`config.mk`:
```
export PLATFORM = sky130hd
export DESIGN_NAME = transmissor_ascii_uc
export DESIGN_NICKNAME = d
export VERILOG_FILES = /design/src/rtl/transmissor_ascii_uc.sv
export SDC_FILE = /design/constraint.sdc
export NUM_CORES = 1
export LEC_CHECK = 0
export BUFFER_PORTS_ARGS = -buffer_cell sky130_fd_sc_hd__buf_2
export CORE_UTILIZATION = 55
export CTS_CLUSTER_DIAMETER = 120
export DETAILED_ROUTE_END_ITERATION = 8
export HOLD_SLACK_MARGIN = 0.06
export PLACE_DENSITY = 0.88
export SYNTH_ARGS = -nofsm -noshare
export SYNTH_HDL_FRONTEND = slang
export SYNTH_SLANG_ARGS = --single-unit
```
`constraint.sdc`:
```
create_clock -name clock_i -period 4.34 [get_ports clock_i]
set_input_delay 0.651 -clock clock_i [delete_from_list [all_inputs] [get_ports clock_i]]
set_output_delay 0.651 -clock clock_i [all_outputs]
set_load 0.005 [all_outputs]
```
`src/rtl/transmissor_ascii_uc.sv`:
```
// Control unit of the ASCII message transmitter: walks the character index
// through the 7O1 serial transmitter, one start pulse per character, with an idle gap.
module transmissor_ascii_uc #(
    parameter int N_CHARS    = 8,
    parameter int SEL_W      = 3,
    parameter int GAP_CYCLES = 4,
    parameter int GAP_W      = 3
) (
    input  logic             clock_i,
    input  logic             reset_i,      // asynchronous, active-low
    input  logic             iniciar_i,
    input  logic             parar_i,
    input  logic [SEL_W:0]   tamanho_i,
    input  logic             tx_pronto_i,
    output logic             tx_partida_o,
    output logic [SEL_W-1:0] sel_o,
    output logic             ocupado_o,
    output logic             fim_o,
    output logic             abortado_o,
    output logic [3:0]       db_estado_o
);

    typedef enum logic [3:0] {
        INICIAL   = 4'd0,
        PREPARA   = 4'd1,
        TRANSMITE = 4'd2,
        ESPERA    = 4'd3,
        INTERVALO = 4'd4,
        PROXIMO   = 4'd5,
        FINAL     = 4'd6,
        ABORTA    = 4'd7
    } estado_t;

    localparam logic [SEL_W:0]   MAX_LEN  = (SEL_W + 1)'(N_CHARS);
    localparam logic [SEL_W:0]   LEN_ONE  = (SEL_W + 1)'(1);
    localparam logic [GAP_W-1:0] GAP_ONE  = GAP_W'(1);
    localparam logic [GAP_W-1:0] GAP_LAST = GAP_W'((GAP_CYCLES > 0) ? GAP_CYCLES - 1 : 0);

    estado_t          state_q, state_d;
    logic [SEL_W-1:0] sel_q, sel_d;
    logic [SEL_W:0]   len_q, len_d;
    logic [GAP_W-1:0] gap_q, gap_d;
    logic             ultimo;

    assign ultimo = ({1'b0, sel_q} == (len_q - LEN_ONE));

    // NOTE: sequential state uses non-blocking assignments only, and every
    // register sits in the async reset branch so outputs drop without a clock.
    always_ff @(posedge clock_i or negedge reset_i) begin
        if (!reset_i) begin
            state_q <= INICIAL;
            sel_q   <= '0;
            len_q   <= '0;
            gap_q   <= '0;
        end else begin
            state_q <= state_d;
            sel_q   <= sel_d;
            len_q   <= len_d;
            gap_q   <= gap_d;
        end
    end

    // NOTE: every variable gets its hold value first, so no path leaves a
    // latch behind.
    always_comb begin
        state_d = state_q;
        sel_d   = sel_q;
        len_d   = len_q;
        gap_d   = gap_q;
        case (state_q)
            INICIAL: if (iniciar_i && !parar_i) state_d = PREPARA;
            PREPARA: begin
                sel_d   = '0;
                len_d   = (tamanho_i > MAX_LEN) ? MAX_LEN : tamanho_i;
                state_d = (len_d == '0) ? FINAL : TRANSMITE;
            end
            TRANSMITE: state_d = ESPERA;
            ESPERA: begin
                if (tx_pronto_i) begin
                    if (ultimo) begin
                        state_d = FINAL;
                    end else if (GAP_CYCLES == 0) begin
                        state_d = PROXIMO;
                    end else begin
                        state_d = INTERVALO;
                        gap_d   = '0;
                    end
                end
            end
            INTERVALO: begin
                gap_d = gap_q + GAP_ONE;
                if (gap_q == GAP_LAST) state_d = PROXIMO;
            end
            PROXIMO: begin
                sel_d   = sel_q + 1'b1;
                state_d = TRANSMITE;
            end
            FINAL:   state_d = INICIAL;
            ABORTA:  state_d = INICIAL;
            default: state_d = INICIAL;
        endcase

        // Abort wins over every other transition while a message is in flight.
        if (parar_i && (state_q inside {PREPARA, TRANSMITE, ESPERA, INTERVALO, PROXIMO}))
            state_d = ABORTA;
    end

    assign tx_partida_o = (state_q == TRANSMITE);
    assign ocupado_o    = (state_q != INICIAL);
    assign fim_o        = (state_q == FINAL);
    assign abortado_o   = (state_q == ABORTA);
    assign sel_o        = sel_q;
    assign db_estado_o  = state_q;

endmodule
```
==> flow_summary.yaml, run 1 <==
floorplan:
  initial_utilization_pct: 62.2
  die-area_mm2: 0.00171
  die_h_um: 41.3
  coreArea_mm2: 0.00137
  num_rows: 13
  fp.dieW_um: 41.3
  ios: 20
logic_synthesis:
  synth_seq_cells: 13
  synth_area_leaders: "dfrtp_1, o21ai_0, ha_1"
  synthCells: 97
  syn_area_um2: 850
  yosysTopAreaCell: "dfrtp_1"
  yosysSeqAreaShare_pct: 38.3
  syn_avg_cell_area_um2: 8.76
  syn_nets: 110
  synth_cell_types: 33
  yosysWarnings: 0
  synth_top_area_share_pct: 38.3
detailed_routing:
  ant_nets: 0
  vias_per_cell: 5.53
  drt_iter0_drc: 5
  dr.pass1.iters: 4
  drc_errors: 0
  vias: 714
  routed_wl_mm: 1.56
  drt-wirelength-per-cell_um: 12.1
worst_setup_path:
  cpMaxStageDelayCell: "dfrtp_1"
  crit_arrival_ns: 1.51
  ff2ff_path_depth: 4
  worstReg2RegEnd: "db_estado_o[0]"
  cp-start-kind: "flop"
  crit_path_end_kind: "output port"
  path_cells: "or3_1, buf_2"
  crit_fanout: 20
  slowest_delay_ns: 0.59
  required_ns: 3.69
  rr_startpoint: "db_estado_o[1]"
  rrSetupSlack_ns: 2.59
  path_class: "flop to output port"
sta:
  final_max_slew_viol_count: 0
  worst_slack_ns: 2.18
  timing.fmax_mhz: 463
  fin_crit_sh_pct: 49.8
  fin_tns_setup_ns: 0
  clock_skew_ns: 0.00516
  worst_pin_slew_ns: 0.566
  fin_crit_ns: 2.16
  relSlewSlack_pct: 62.3
  setup_viol: 0
  rsz0062_at_grt: "no"
  finalHoldViolations: 0
place:
  preCtsSetupSlack_ns: 2.49
  dp_hpwl_mm: 1.17
  io_buffers: 18
  routabilityCongestion: 0.713
cts:
  cts_setup_buffers: 0
  ctsResizeCount: 0
  cts-root-buf: "clkbuf_4"
  cts_sinks: 13
  clockBufferDepth: 2
  numCtsBuffers: 3
  cts_hold_buf: 0
  htree_num_levels: 1
  clock_latency_ns: 0.27
  tritoncts: "built"
  path_clk_slew_ns: 0.08
finish:
  final_common_cell: "buf_2"
  most-common-layout-cells: "buf_2, dfrtp_1, nand2_1, o21ai_0, nand2b_1"
  syn_to_final_growth_pct: 12.2
  fin_nets: 128
  layout-drive-gt1-share_pct: 21.1
  diodes: 0
job:
  max-cap-violations: 0
grt:
  antenna_found_initial: 0
  grt-ovfl-total: 0
  grt_max_degree: 21
  grt_pass1_vias: 587
  grt_use_total_pct: 21.8
  grt_pass1_wl_mm: 2.41
outcome:
  status: "finished, final reports clean"
pwr:
  peakVddDrop_uv: 387
  leakage_nw: 0.444
  p_per_area_mw_per_mm2: 673
hold_path:
  min_path_type: "primary input to asynchronous set/reset pin"
critical path: cells and delay by family, from the launching register on:
family	cells	cell delay [ns]
buffers and inverters	1	0.15
and+or+nand+nor	1	0.50
DFF	1	0.59
state kept, by name (all words and copies together), names as in the netlist:
signal and flops:
sel_o 3, len_q 4, db_estado_o 3, gap_q 3
cell type report:
class | instances | area (um2)
clock buffers | 4 | 26.3
fillers | 115 | 413
inverters | 4 | 15.0
multi-input cells | 75 | 478
flip-flops and latches | 13 | 325
well taps | 15 | 18.8
repair buffers | 18 | 90.1
Yosys cell counts:
cell       instances
clkbuf_1           2
nor3b_1            3
o22ai_1            3
o21a_1             1
nand2_1           12
nor2_1             2
o211ai_1           1
nand3b_1           3
o31ai_2            1
nor4_1             1
a21oi_1            5
xor2_1             3
o31ai_1            2
nand2b_1           6
buf_6              1
ha_1               4
o2111ai_1          1
and3_1             1
buf_4              1
conb_1             1
nand3_1            2
buf_2              1
inv_1              4
a21o_1             1
or3_1              1
or2_1              1
nor2b_1            4
nor3_1             1
and3b_1            1
o21ai_0           11
mux2_2             2
dfrtp_1           13
xnor2_1            1
worst max path at each step:
stage	from	endpoint	slack [ns]	cells after the start
floorplan	db_estado_o[2]	abortado_o	2.72	3
global placement	db_estado_o[2]	ocupado_o	2.53	2
detailed placement	db_estado_o[2]	ocupado_o	2.49	2
CTS	db_estado_o[2]	ocupado_o	2.19	2
global route	db_estado_o[2]	ocupado_o	2.11	2
finish	db_estado_o[2]	ocupado_o	2.18	2
routing by layer:
layer  vias to the layer above  GRT usage, %  share of wire [%]
met5                         -             0                  0
met2                        18          35.5                 48
met1                       321          28.6                 47
met3                         2          1.60                3.4
met4                         0          12.1               0.90
li1                        373             -                  -
cell families after synthesis:
family | share of synthesized area [%]
flops | 38.3
fa+ha+maj | 5.89
compound gates | 18.6
other cells | 0.441
mux | 2.65
simple gates | 24.6
xor+xnor | 4.12
buf+inv | 5.45
stage by stage:
stage,total power [mW],util (%),area [um2],std cells,hold slack [ns]
floorplan,0.491,-,850,97,0.355
global placement,0.553,67.9,927,125,0.484
detailed placement,0.572,67.9,927,125,0.492
CTS,0.646,69.8,953,129,0.254
global route,0.714,69.8,953,129,0.258
finish,0.642,69.8,953,129,0.255
power breakdown:
group          leakage, nW  switching [mW]  internal [mW]
Clock               0.0150          0.0369         0.0355
Sequential           0.162          0.0922          0.173
Combinational        0.267           0.146          0.157
No activity file was read; power rests on OpenSTA's default activity.
==> run 2: changes to the inputs <==
Settings changed: ABC_AREA set to 1, CORE_UTILIZATION 55 to 47, PLACE_DENSITY 0.88 to 0.81.
Clock period 4.34 ns to 1.8 ns, I/O delays scaled along.
==> run 2 against run 1 <==
  * Global-route usage decreased by 1.5 points
  * Area after synthesis rose by 3.7%
  * Core utilization fell by 11 points
  * Routed wire length up 13%
  * Sequential power grew 120%
  * Sequential share of layout area decreased by 2.6 points
  * Combinational power rose to 3.1 times the previous value
  * First-iteration DRC count grew 60%
  * Highest routed layer unchanged
==> flow_summary.yaml, run 2 <==
outcome:
  status: "finished, final reports clean"
floorplan:
  die_h_um: 45.3
  coreArea_mm2: 0.00175
  initial_utilization_pct: 50.5
  num_rows: 15
  die-area_mm2: 0.00205
  ios: 20
  fp.dieW_um: 45.3
logic_synthesis:
  yosysSeqAreaShare_pct: 36.9
  syn_nets: 130
  synthCells: 117
  yosysWarnings: 0
  syn_avg_cell_area_um2: 7.53
  synth_edf_count: 0
  synth_flop_cell: "dfrtp_1"
  synth_common_cells: "nand2_1, inv_1, dfrtp_1"
  synth_seq_cells: 13
  synth_top_area_share_pct: 36.9
  yosysTopAreaCell: "dfrtp_1"
  synth_area_leaders: "dfrtp_1, nand2_1, inv_1"
  synth_cell_types: 24
  async_flop_share_pct: 100
  post-synth-top-count-cell: "nand2_1"
  syn_area_um2: 881
finish:
  final_cell_area_mm2: 0.00103
  layout-drive-gt1-share_pct: 30.9
  fill_cells: 182
  fin_cells: 164
  multi_input_area_um2: 469
  register_area_um2: 325
  fin_nets: 153
  most-common-layout-cells: "nand2_1, buf_2, inv_1, dfrtp_1, nand2_2"
  diodes: 0
  largest_register_ffs: 4
  final_common_cell: "nand2_1"
  regMostFlops: "len_q"
  syn_to_final_growth_pct: 17.0
grt:
  grt-ovfl-total: 0
  grt_pass1_wl_mm: 2.93
  grt_pass1_vias: 686
  grt_max_degree: 14
  grt_use_total_pct: 20.3
  antenna_found_initial: 0
hold_path:
  min_path_type: "primary input to flop"
  holdPathStages: 3
sta:
  fin_tns_setup_ns: 0
  final_max_slew_viol_count: 0
  fin_crit_ns: 1.53
  rsz0062_at_grt: "no"
  whs_ns: 0.234
  setup_viol: 0
  fin_crit_sh_pct: 85.3
  timing.fmax_mhz: 651
  finalHoldViolations: 0
  clock_skew_ns: 0.00235
cts:
  cts_setup_buffers: 0
  cts_hold_buf: 1
  tritoncts: "built"
  cts-root-buf: "clkbuf_4"
  path_clk_slew_ns: 0.08
  cts_sinks: 13
  htree_num_levels: 1
  numCtsBuffers: 3
  clockBufferDepth: 2
  ctsResizeCount: 0
  clock_latency_ns: 0.28
place:
  place_area_um2: 995
  io_buffers: 18
  routabilityCongestion: 0.835
  dp.cells: 159
  dp_hpwl_mm: 1.41
worst_setup_path:
  path_cells: "nand2_1, nor2_1, buf_2"
  crit_path_end_kind: "output port"
  cpMaxStageDelayCell: "dfrtp_1"
  slowest_delay_ns: 0.55
  required_ns: 1.53
  crit_fanout: 8
  ff2ff_path_depth: 10
  cp-start-kind: "flop"
  crit_arrival_ns: 1.26
  path_class: "flop to output port"
detailed_routing:
  dr.pass1.iters: 4
  drt-wirelength-per-cell_um: 10.7
  vias: 789
  vias_per_cell: 4.81
  drc_errors: 0
  drt_iter0_drc: 8
  ant_nets: 0
  routed_wl_mm: 1.76
pwr:
  p_per_area_mw_per_mm2: 1640
  peakVddDrop_uv: 1140
  leakage_nw: 0.575
  total_power_mw: 1.69
job:
  max-cap-violations: 0
[run 2: changes by cell type after synthesis, moves of 4 or more]
cell / before / now
nand2_1: 12 / 32
inv_1: 4 / 17
o21ai_0: 11 / 2
nand2_2: 0 / 7
nand2b_1: 6 / 0
o21ai_1: 0 / 5
a21oi_1: 5 / 1
nand3_1: 2 / 6
nor2_1: 2 / 6
nor2_2: 0 / 4
nor2b_1: 4 / 0
[run 2: worst max-delay path, delay by kind of cell (launching register included)]
kind                   cells  cell delay (ns)
flip-flops                 1             0.55
AND/OR/NAND/NOR            2             0.32
buffers and inverters      1             0.12
[run 2: cells by family after synthesis]
kind of cell	count (synthesis)	share of synthesized area, %
DFF	13	36.9
and+or+nand+nor	64	38.1
buffers and inverters	22	9.80
adders and majority gates	4	5.68
other	1	0.426
xor gates and xnor gates	2	1.99
AOI/OAI and AO/OA	11	7.10
[run 2: final timing paths]
kind	to	slack [ns]	from
setup / recovery	abortado_o	0.27	db_estado_o[1]
hold / removal	len_q[2]	0.23	tamanho_i[2]
setup reg to reg	db_estado_o[2]	0.38	gap_q[0]
hold reg to reg	gap_q[1]	0.50	gap_q[1]
max in group asynchronous	db_estado_o[2]	1.16	reset_i
min in group asynchronous	len_q[2]	0.41	reset_i
[run 2: layer usage]
layer	GRT usage [%]	vias to the layer above	share of wire, %
li1	-	406	-
met1	25.9	361	45
met2	34.2	18	50
met3	2.40	4	3.2
met4	9.09	0	1.5
met5	0	-	0
[run 2: per-stage QoR]
step,utilization [%],setup WS [ns]
2_1_floorplan,-,0.491
3_3_place_gp,57.0,0.419
3_5_place_dp,57.0,0.392
4_1_cts,59.1,0.267
5_1_grt,59.1,0.180
6_report,59.1,0.265
[run 2: report_power, final]
group | switching (mW) | leakage [nW] | total [mW] | internal [mW]
Clock | 0.0941 | 0.0150 | 0.180 | 0.0860
Sequential | 0.160 | 0.166 | 0.573 | 0.414
Combinational | 0.573 | 0.393 | 0.940 | 0.367
Total | 0.827 | 0.575 | 1.69 | 0.867
[run 2: cell type report]
type / count / share of cell area, %
timing repair buffer: 19 / 9.71
tap: 25 / 3.03
clock buffer: 4 / 2.55
sequential: 13 / 31.6
multi-input combinational: 82 / 45.5
inverter: 21 / 7.65
==> run 3: changes to the inputs <==
Settings changed: REMOVE_ABC_BUFFERS set to 1, SLEW_MARGIN set to 20.
==> run 3 against run 2 <==
  * Sequential share of layout area is the same
  * Sequential power grew 0.9%
  * Flip-flop and latch count is the same
  * Critical path depth is the same
  * Clock power shrank 3%
  * Power shrank 0.15%
  * Combinational power is essentially flat
  * First-iteration DRC count shrank 38%
  * Die area is the same
  * Clock-buffer cell count is the same
  * Register-to-register slack lost 0.03 ns
==> flow_summary.yaml, run 3 (synthesis results as in run 2) <==
detailed_routing:
  vias_per_cell: 4.73
  routed_wl_mm: 1.72
  dr.pass1.iters: 4
  drt_iter0_drc: 5
  vias: 775
  ant_nets: 0
  drc_errors: 0
  drt-wirelength-per-cell_um: 10.5
worst_setup_path:
  cpLargestDelayFamily: "flip-flops"
  path_class: "flop to output port"
  crit_fanout: 8
  rrSetupSlack_ns: 0.35
  crit_path_end_kind: "output port"
  required_ns: 1.53
  slowest_delay_ns: 0.55
  crit_arrival_ns: 1.24
  cpMaxStageDelayCell: "dfrtp_1"
  cp-start-kind: "flop"
  crit_buf_inv: 1
  path_cells: "nand2_1, nor2_1, buf_2"
sta:
  rsz0062_at_grt: "no"
  worst_slack_ns: 0.291
  fin_crit_ns: 1.51
  whs_ns: 0.251
  finalHoldViolations: 0
  fin_tns_setup_ns: 0
  setup_viol: 0
  final_max_slew_viol_count: 0
  clock_skew_ns: 0.00482
  fin_crit_sh_pct: 83.8
  timing.fmax_mhz: 663
place:
  routabilityCongestion: 0.813
  dp_hpwl_mm: 1.40
  dp.cells: 159
  io_buffers: 18
  preCtsSetupSlack_ns: 0.354
floorplan:
  coreArea_mm2: 0.00175
  fp.dieW_um: 45.3
  die-area_mm2: 0.00205
  die_h_um: 45.3
  num_rows: 15
  initial_utilization_pct: 50.5
  ios: 20
cts:
  path_clk_slew_ns: 0.08
  cts_hold_buf: 1
  clock_latency_ns: 0.27
  tritoncts: "built"
  clockBufferDepth: 2
  ctsResizeCount: 0
  htree_num_levels: 1
  cts_sinks: 13
  cts_setup_buffers: 0
  cts-root-buf: "clkbuf_4"
  numCtsBuffers: 3
grt:
  gr-usage-met2_pct: 33.3
  grt.busiest_layer: "met2"
  grt_max_degree: 14
  grt_pass1_vias: 704
  grt-ovfl-total: 0
  antenna_found_initial: 0
  globalRouteMet3Util_pct: 3.60
  grt_use_total_pct: 19.8
  met1_usage_pct: 24.6
  grt_pass1_wl_mm: 2.88
finish:
  final_util_pct: 59.1
  most-common-layout-cells: "nand2_1, buf_2, inv_1, dfrtp_1, nand2_2"
  fin_cells: 164
  final_common_cell: "nand2_1"
  multi_input_area_um2: 469
  diodes: 0
  largest_register_ffs: 4
  register_area_um2: 325
  fin_nets: 153
  regMostFlops: "len_q"
  fill_cells: 177
  syn_to_final_growth_pct: 17.0
  layout-drive-gt1-share_pct: 30.9
pwr:
  peakVddDrop_uv: 935
  leakage_nw: 0.575
  p_per_area_mw_per_mm2: 1640
outcome:
  status: "finished, final reports clean"
job:
  max-cap-violations: 0
hold_path:
  min_path_type: "primary input to flop"
[run 3: cell counts in the layout (fill, tap and decap cells not counted)]
No cell type changed its count.
[run 3: layer usage]
metal  part of all wire (%)  vias up
met5                      0        -
met4                    1.2        0
met3                    2.3        4
met2                     51       13
met1                     45      354
li1                       -      404
[run 3: tightest hold or removal path: stages]
cell and delay [ns]:
buf_2 0.09, nand2_1 0.05, o21ai_1 0.07
[run 3: final timing paths]
check                                 end           start  depth (start not counted)
setup / recovery                    fim_o  db_estado_o[1]                          3
hold / removal                   len_q[1]    tamanho_i[1]                          3
setup reg to reg           db_estado_o[0]        gap_q[0]                         10
hold reg to reg                  gap_q[2]        gap_q[2]                          2
max in group asynchronous        gap_q[1]         reset_i                          2
min in group asynchronous        sel_o[2]         reset_i                          2
[run 3: where the power goes]
| part | leakage (nW) | switching [mW] | internal, mW | total [mW] |
|---|---|---|---|---|
| Sequential | 0.166 | 0.164 | 0.414 | 0.578 |
| Combinational | 0.393 | 0.571 | 0.368 | 0.939 |
| Clock | 0.0150 | 0.0884 | 0.0857 | 0.174 |
[run 3: layout make-up]
| cell class | instances | area share (%) |
|---|---|---|
| repair buffers | 19 | 9.71 |
| flip-flops and latches | 13 | 31.6 |
| inverters | 21 | 7.65 |
| clock buffers | 4 | 2.55 |
| well taps | 25 | 3.03 |
| multi-input cells | 82 | 45.5 |
[run 3: stage by stage]
step	area, um2	power (mW)
final	1030	1.69
after floorplan	873	1.26
after detailed placement	995	1.53
after global placement	995	1.48
after global routing	1030	1.86
after CTS	1030	1.71
